[src/rtl/floating_point_multiplier_seq.sv]
// floating_point_multiplier_seq: iterative IEEE-754 multiplier, radix-2 shift-add mantissa product, RNE rounding
module floating_point_multiplier_seq #(
    parameter int WIDTH = 32,
    parameter int EXP_WIDTH = 8,
    parameter int MANT_WIDTH = 23
) (
    input  logic             clk,
    input  logic             reset,
    input  logic             in_valid,
    output logic             in_ready,
    input  logic [WIDTH-1:0] a,
    input  logic [WIDTH-1:0] b,
    output logic             out_valid,
    input  logic             out_ready,
    output logic [WIDTH-1:0] result,
    output logic             flag_invalid,
    output logic             flag_overflow,
    output logic             flag_underflow
);
    localparam int MW = MANT_WIDTH + 1;
    localparam int PW = 2 * MW;
    localparam int XW = EXP_WIDTH + 2;
    localparam int CW = $clog2(MW);
    localparam int BIAS = 2 ** (EXP_WIDTH - 1) - 1;
    localparam logic signed [XW-1:0] E_BIAS = XW'(BIAS);
    localparam logic signed [XW-1:0] E_MAX = XW'(2 ** EXP_WIDTH - 1);
    localparam logic [CW-1:0] CNT_LAST = CW'(MW - 1);
    localparam logic [WIDTH-1:0] QNAN = {1'b0, {EXP_WIDTH{1'b1}}, 1'b1, {(MANT_WIDTH-1){1'b0}}};

    typedef enum logic [1:0] {IDLE, MUL, NORM, DONE} state_t;

    state_t state_q, state_d;
    logic sign_q, sign_d;
    logic [EXP_WIDTH-1:0] ea_q, ea_d, eb_q, eb_d;
    logic [MW-1:0] ma_q, ma_d, mb_q, mb_d;
    logic [CW-1:0] cnt_q, cnt_d;
    logic [PW-1:0] acc_q, acc_d;
    logic spec_q, spec_d, spec_inv_q, spec_inv_d;
    logic [WIDTH-1:0] spec_res_q, spec_res_d;
    logic [WIDTH-1:0] result_q, result_d;
    logic inv_q, inv_d, ovf_q, ovf_d, unf_q, unf_d;
    logic out_valid_q, out_valid_d;

    logic [EXP_WIDTH-1:0] ea_in, eb_in;
    logic [MANT_WIDTH-1:0] fa_in, fb_in;
    logic a_zero, a_inf, a_nan, b_zero, b_inf, b_nan;
    logic sign_in, special_in, invalid_in;
    logic [WIDTH-1:0] spec_in;

    assign ea_in = a[WIDTH-2 -: EXP_WIDTH];
    assign eb_in = b[WIDTH-2 -: EXP_WIDTH];
    assign fa_in = a[MANT_WIDTH-1:0];
    assign fb_in = b[MANT_WIDTH-1:0];
    assign a_zero = ea_in == '0;
    assign b_zero = eb_in == '0;
    assign a_inf = &ea_in && fa_in == '0;
    assign b_inf = &eb_in && fb_in == '0;
    assign a_nan = &ea_in && fa_in != '0;
    assign b_nan = &eb_in && fb_in != '0;
    assign sign_in = a[WIDTH-1] ^ b[WIDTH-1];
    assign invalid_in = a_nan | b_nan | (a_inf & b_zero) | (a_zero & b_inf);
    assign special_in = a_zero | a_inf | a_nan | b_zero | b_inf | b_nan;
    assign spec_in = invalid_in ? QNAN :
                     (a_inf | b_inf) ? {sign_in, {EXP_WIDTH{1'b1}}, {MANT_WIDTH{1'b0}}} :
                     {sign_in, {(WIDTH-1){1'b0}}};

    // Normalisation: a product below 2.0 is shifted up one place so the fraction always sits at the same bits.
    logic [PW-1:0] norm, addend;
    logic [MANT_WIDTH-1:0] mant;
    logic guard, sticky, ovf, unf;
    logic [MANT_WIDTH:0] rnd;
    logic signed [XW-1:0] e_base, e_fin;

    assign addend = mb_q[cnt_q] ? PW'(ma_q) << cnt_q : '0;
    assign norm = acc_q[PW-1] ? acc_q : acc_q << 1;
    assign mant = norm[PW-2 -: MANT_WIDTH];
    assign guard = norm[PW-2-MANT_WIDTH];
    assign sticky = |norm[PW-3-MANT_WIDTH:0];
    assign rnd = {1'b0, mant} + (MANT_WIDTH+1)'(guard & (sticky | mant[0]));
    assign e_base = $signed({2'b00, ea_q}) + $signed({2'b00, eb_q}) - E_BIAS;
    assign e_fin = e_base + $signed(XW'(acc_q[PW-1]) + XW'(rnd[MANT_WIDTH]));
    assign ovf = e_fin >= E_MAX;
    assign unf = e_fin[XW-1] || e_fin == '0;

    // State and datapath registers; reset aborts any operation in flight.
    always_ff @(posedge clk or posedge reset) begin
        if (reset) begin
            state_q <= IDLE;
            sign_q <= 1'b0;
            ea_q <= '0;
            eb_q <= '0;
            ma_q <= '0;
            mb_q <= '0;
            cnt_q <= '0;
            acc_q <= '0;
            spec_q <= 1'b0;
            spec_inv_q <= 1'b0;
            spec_res_q <= '0;
            result_q <= '0;
            inv_q <= 1'b0;
            ovf_q <= 1'b0;
            unf_q <= 1'b0;
            out_valid_q <= 1'b0;
        end else begin
            state_q <= state_d;
            sign_q <= sign_d;
            ea_q <= ea_d;
            eb_q <= eb_d;
            ma_q <= ma_d;
            mb_q <= mb_d;
            cnt_q <= cnt_d;
            acc_q <= acc_d;
            spec_q <= spec_d;
            spec_inv_q <= spec_inv_d;
            spec_res_q <= spec_res_d;
            result_q <= result_d;
            inv_q <= inv_d;
            ovf_q <= ovf_d;
            unf_q <= unf_d;
            out_valid_q <= out_valid_d;
        end
    end

    // Next state: accept, shift-add one multiplier bit per cycle, round once, hold the result until taken.
    always_comb begin
        state_d = state_q;
        sign_d = sign_q;
        ea_d = ea_q;
        eb_d = eb_q;
        ma_d = ma_q;
        mb_d = mb_q;
        cnt_d = cnt_q;
        acc_d = acc_q;
        spec_d = spec_q;
        spec_inv_d = spec_inv_q;
        spec_res_d = spec_res_q;
        result_d = result_q;
        inv_d = inv_q;
        ovf_d = ovf_q;
        unf_d = unf_q;
        out_valid_d = out_valid_q;
        case (state_q)
            IDLE: if (in_valid) begin
                sign_d = sign_in;
                ea_d = ea_in;
                eb_d = eb_in;
                ma_d = {1'b1, fa_in};
                mb_d = {1'b1, fb_in};
                cnt_d = '0;
                acc_d = '0;
                spec_d = special_in;
                spec_inv_d = invalid_in;
                spec_res_d = spec_in;
                state_d = special_in ? NORM : MUL;
            end
            MUL: begin
                acc_d = acc_q + addend;
                cnt_d = cnt_q + 1'b1;
                state_d = cnt_q == CNT_LAST ? NORM : MUL;
            end
            NORM: begin
                result_d = spec_q ? spec_res_q :
                           ovf ? {sign_q, {EXP_WIDTH{1'b1}}, {MANT_WIDTH{1'b0}}} :
                           unf ? {sign_q, {(WIDTH-1){1'b0}}} :
                           {sign_q, e_fin[EXP_WIDTH-1:0], rnd[MANT_WIDTH-1:0]};
                inv_d = spec_q & spec_inv_q;
                ovf_d = !spec_q & ovf;
                unf_d = !spec_q & !ovf & unf;
                state_d = DONE;
            end
            default: begin
                out_valid_d = 1'b1;
                if (out_valid_q && out_ready) begin
                    out_valid_d = 1'b0;
                    inv_d = 1'b0;
                    ovf_d = 1'b0;
                    unf_d = 1'b0;
                    state_d = IDLE;
                end
            end
        endcase
    end

    assign in_ready = state_q == IDLE;
    assign out_valid = out_valid_q;
    assign result = result_q;
    assign flag_invalid = inv_q;
    assign flag_overflow = ovf_q;
    assign flag_underflow = unf_q;
endmodule

[config.mk]
export PLATFORM = sky130hd
export DESIGN_NAME = floating_point_multiplier_seq
export DESIGN_NICKNAME = d
export VERILOG_FILES = /design/src/rtl/floating_point_multiplier_seq.sv
export SDC_FILE = /design/constraint.sdc
export NUM_CORES = 1
export LEC_CHECK = 0
export CAP_MARGIN = 20
export CORE_ASPECT_RATIO = 0.7
export CORE_MARGIN = 4
export CORE_UTILIZATION = 35
export DETAILED_ROUTE_END_ITERATION = 10
export PLACE_DENSITY_LB_ADDON = 0.25
export SLEW_MARGIN = 25
export SYNTH_ARGS = -nofsm -noshare
export SYNTH_HDL_FRONTEND = slang
export SYNTH_SLANG_ARGS = --single-unit
export TNS_END_PERCENT = 100
[constraint.sdc]
create_clock -name clk -period 8 [get_ports clk]
set_input_delay 0.8 -clock clk [delete_from_list [all_inputs] [get_ports clk]]
set_output_delay 0.8 -clock clk [all_outputs]
set_load 0.005 [all_outputs]
Word-level counts from Yosys, hierarchy flattened
Cells that the tools add are included.

word-level totals
  bits in registers = 190
  input bits = 68
  logic and storage cells = 100

cells by class
  add/subtract/negate cells = 7
  $lt $le $gt $ge = 2
  equality and inequality tests = 4
  shift operators = 1
  multiplexer cells = 23
  bitwise logic cells = 19
  reduce and logical (&&, ||, !) cells = 28

operator list
  cell                  count
  $mux 48               2
  $pmux 48 s2           1
  $mux 31               3
  $mux 32               2
  $add 48x48->48        1
  $shl 24x5->48         1
  $mux 47               1
  $logic_not 23->1      2
  $reduce_bool 23->1    2
  $add 23x1->24         1
  $reduce_or 23->1      1
  $logic_not 8->1       2
  $reduce_and 8->1      2
  $add 10x3->10         1
  $ge 10x9->1 const B   1
  $logic_not 10->1      1
  $or 1x1->1            10
  $pmux 5 s2            1
  $sub 9x7->10 const B  1
  $add 8x8->9           1
  $mux 2                4
  $reduce_and 2->1      4
  $and 1x1->1           7
  $lt 5x6->1 const B    1
  other kinds (21)      31

Logic depth before layout (Yosys ltp)
  depth in word-level cells = 12
  depth in mapped cells = 24

Least setup slack after synthesis
No wires, ideal clock.

  path type = register -> register
  start point = register acc_q[47]
  end point = register result_q[2], in the netlist result[2]
  library setup time = 0.064 ns
  arrival time = 4.903 ns
  required time = 7.936 ns
  slack = 3.033 ns
  cell stages (with the launch flop) = 23
  buffers on the path = 5
  period minus slack after synthesis = 4.967 ns
  path through = dfrtp_1 clkbuf_1 buf_1 clkbuf_1 a21oi_1 nor2_1 and3_1 ha_1 inv_1 fa_1 inv_1 ha_1 a21o_1 a21oi_2 o21bai_1 a2111o_1 a31o_1 and3_4 a2111oi_4 and4_1 buf_6 buf_12 a22o_2

on the way
  cells in the longest elaborated chain, start to end = 12
  elaborated cells on any way between the ends = 13
  those cells by class = add/sub (3); order compare (1); mux (4); bitwise (2); reduce/logical (3)

RTL lines
  element                                                 RTL line  text
  start, declared                                         37        logic [PW-1:0] acc_q, acc_d;
  start signal, assigned                                  95        acc_q <= '0;
  start signal, assigned                                  112       acc_q <= acc_d;
  branches (longest 10 deep; another with $add 23x1->24)  n/a
  $mux 31 *                                               163       ovf ? {sign_q, {EXP_WIDTH{1'b1}}, {MANT_WIDTH{1'b0}}} :
  $mux 32 *                                               162       result_d = spec_q ? spec_res_q :
  end signal, assigned                                    116       result_q <= result_d;
  end, declared                                           40        logic [WIDTH-1:0] result_q, result_d;

Every way passes the cells marked *.
A chain may end at the register's enable or synchronous reset.

Worst setup path after layout
  start point = register acc_q[47]
  end point = register result_q[6], in the netlist result[6]

The elaborated chain is that of the path after synthesis.

==> reports/summary.txt <==
clock sinks: 159
fin. max-slew vios: 0
Syn Area/Cell: 8.930 sq um
initial antenna violation count: 0
Fin. Hold Viols: 0
fraction of registers with async set/reset: 100.0%
critical-path cell list: nand2_1 -> a21oi_1 -> nand4_1 -> nor3_1 -> and3_1 -> ha_1 -> inv_1 -> fa_1 -> inv_1 -> fa_1 -> a21o_1 -> a21oi_1 -> o21bai_1 -> a2111oi_0 -> or3_1 -> nor2_1 -> a2111oi_4 -> and4_1 -> a22o_2
Worst Path Buf+Inv: 2
Worst Tran Pin Value: 1.092 ns
VDD IR max: 282.5 uV
First-pass DRT Iterations: 5
IO Port Bufs: 104
warnings from Yosys: 0
syn nets: 1504
Placer Congestion: 0.9326
# Max-Cap Violations: 0
hold-fix buffers at CTS: 0
Synth area leader: dfrtp_1
slew margin rel.: 27.22%
core footprint: 0.03391 sq mm
post-DP HPWL: 25940 microns
EDFF count, synth: 0
Place WS: 1.925 ns
multiplexer area fraction after synthesis: 13.26%
xor and xnor area share after synthesis: 5.181%
register area share after synthesis: 32.69%
Most used DFF post-synth: dfrtp_1
largest net degree at the start of global routing: 92
crit-path max cell delay: 1.01 ns
row count: 56
worst clock skew: 0.01557 ns
CP top delay family: compound AO/OA/AOI/OAI gates
die height: 164.0 microns
Vias: 10440
R2R Path Start: acc_q[47]
vias in the first global route: 9940
Yosys top cell area share: 32.69%
Crit Path Category: reg2reg
Overall Global Routing Usage: 18.33%
Layout Nets: 1551
worst path required time: 8.39 ns
post-synth cell types: 70
hold path startpoint: sign_q
final WL: 34090 microns
DIE WIDTH: 230.9 microns
Netlist Area Pre-Place: 0.01217 sq mm
leakage: 5.932 nW
Crit. Startpoint: acc_q[47]
Layout Area Growth over Synthesis: 16.15%
r2r setup slk: 1.89 ns
Initial DRC Count: 881
fraction of layout instances using a drive strength above 1: 10.89%
P per Cell Area: 458.7 mW/mm^2
post-route ant nets: 0
Clk Tree Root Cell: clkbuf_16
Final TNS setup: 0 ns
DRC viols: 0
setup repair after global routing missed its margin: no
Synth Area in Compound Gates: 19.92%
Clk pin slew, worst setup/hold paths: 0.07 ns
CTS tree: done
simple logic cell fraction of the synthesized area: 16.95%
top post-synthesis cells by area: dfrtp_1 33%, ha_1 7.2%, mux2_2 7.0%, nand2_1 4.3%, a21oi_1 4.2%
antenna cells: 0
Worst Hold Class: reg2reg
slowest stage cell, crit path: dfrtp_2
crit path max fanout: 52
CTS buffer count: 17
wire length per cell: 18.07 microns
H-tree Lvls: 4
Worst Slack Setup Final: 1.893 ns
Initial Util: 35.89%
Clock Tree Buf Depth: 2
CTS resizes: 0
endpoints failing setup: 0
DIE AREA: 0.03787 sq mm
final core occ: 41.69%
CP Data Arrival Time: 6.49 ns
synthesized flop and latch total: 159
post-CTS setup buffer count: 0
Adder-Cell Fraction of Synth Area: 7.689%
crit path capture type: flop
Clock Latency Late Sink: 0.45 ns
CP startpoint kind: flop
total grt overflow: 0
DR vias/cell: 5.535
first-pass GRT wire length: 55510 microns
main combinational cell family by area after synthesis: compound AO/OA/AOI/OAI gates
I/O pin total: 105
period utilization: 76.34%
min Tclk post-route: 6.107 ns
status: finished clean
fmax: 163.7 MHz
Syn Inst Count: 1363
[cells by family (layout without fill, tap and decap cells)]
family | Yosys count | in the layout
XOR/XNOR | 72 | 72
buffers and inverters | 132 | 192
AND/OR/NAND/NOR | 427 | 427
multiplexers | 133 | 133
AO/OA/AOI/OAI | 367 | 367
adder cells (fa/ha/maj) | 73 | 73
flip-flops | 159 | 159
[synth_stat cells (all sizes together) (17+ instances only)]
master	n
a21o	34
o21bai	17
dfrtp	159
nand2	139
xor2	32
nand3	27
and2	18
nor2	105
mux2i	42
nand4	38
a22o	26
inv	47
xnor2	40
a21oi	103
o21ai	87
nor4	22
ha	70
clkbuf	69
mux2	76
[worst reg2reg max path, cell delays in order (launching register included)]
cell and delay (ns):
dfrtp_2 1.01, nand2_1 0.11, a21oi_1 0.38, nand4_1 0.21, nor3_1 0.33, and3_1 0.21
ha_1 0.14, inv_1 0.05, fa_1 0.47, inv_1 0.07, fa_1 0.46, a21o_1 0.19
a21oi_1 0.22, o21bai_1 0.13, a2111oi_0 0.44, or3_1 0.24, nor2_1 0.09, a2111oi_4 0.38
and4_1 0.66, a22o_2 0.24
[metal layers]
metal	routed length [microns]	share of wire (%)	vias up	track usage, %
met3	2299	6.7	23	4.629
met1	17670	52	5017	28.51
met2	13770	40	286	25.64
met5	0	0	-	0
li1	-	-	5118	-
met4	349	1.0	0	3.278
[layout by cell type, fill, tap and decap left out, types with 11 or more instances in the layout]
| cell type | synthesis | routed |
|---|---|---|
| and2_1 | 18 | 18 |
| o31ai_1 | 11 | 11 |
| a22o_1 | 16 | 16 |
| a21oi_1 | 102 | 102 |
| xnor2_1 | 40 | 40 |
| clkbuf_16 | 0 | 17 |
| and3_1 | 12 | 12 |
| nor3_1 | 16 | 16 |
| nand3_1 | 27 | 27 |
| xor2_1 | 32 | 32 |
| nor2_1 | 105 | 105 |
| ha_1 | 70 | 70 |
| a211oi_1 | 14 | 14 |
| mux2_2 | 76 | 76 |
| nand2_1 | 139 | 138 |
| o21ai_0 | 80 | 80 |
| dfrtp_1 | 159 | 157 |
| mux4_2 | 15 | 15 |
| nor2b_1 | 16 | 16 |
| inv_1 | 47 | 46 |
| mux2i_1 | 42 | 42 |
| nor4_1 | 22 | 22 |
| clkdlybuf4s50_1 | 0 | 104 |
| a21o_1 | 34 | 34 |
| o21bai_1 | 17 | 17 |
| a221o_1 | 11 | 11 |
| nand4_1 | 38 | 38 |
[where the power goes]
part / switching [mW] / internal, mW / total (mW)
Sequential: 0.326 / 1.13 / 1.46
Clock: 0.375 / 0.484 / 0.859
Combinational: 2.41 / 1.75 / 4.17
[through the flow]
step,hold WS (ns),cell area (sq um),instances,power (mW)
final,0.4860,14140,1887,6.485
after global routing,0.5173,14140,1887,7.047
after detailed placement,0.4751,13530,1855,5.568
after CTS,0.4908,14140,1887,6.462
after floorplan,0.4483,12170,1363,4.498
after global placement,0.4665,13530,1855,5.524
[final timing paths]
kind | to | cells past startpoint
setup / recovery | result[6] | 19
setup reg to reg | result[6] | 19
hold reg to reg | sign_q | 2
hold / removal | sign_q | 2
max in group asynchronous | cnt_q[1] | 3
min in group asynchronous | result[14] | 2
[flip-flops by register name (all words and copies together), names as in the netlist, 2 cells and up]
signal / count
ea_q: 8
spec_res_q: 3
ma_q: 24
state_q: 2
cnt_q: 5
mb_q: 23
eb_q: 8
acc_q: 48
result: 32
[layout make-up]
cell class              count  area (sq um)
clock buffers              20         456.7
clock inverters            12         146.4
fillers                  3416         19780
inverters                  47         181.4
multi-input cells        1072          7682
flip-flops and latches    159          3981
well taps                 464         580.6
repair buffers            113          1109
(Power assumes the default switching activity.)
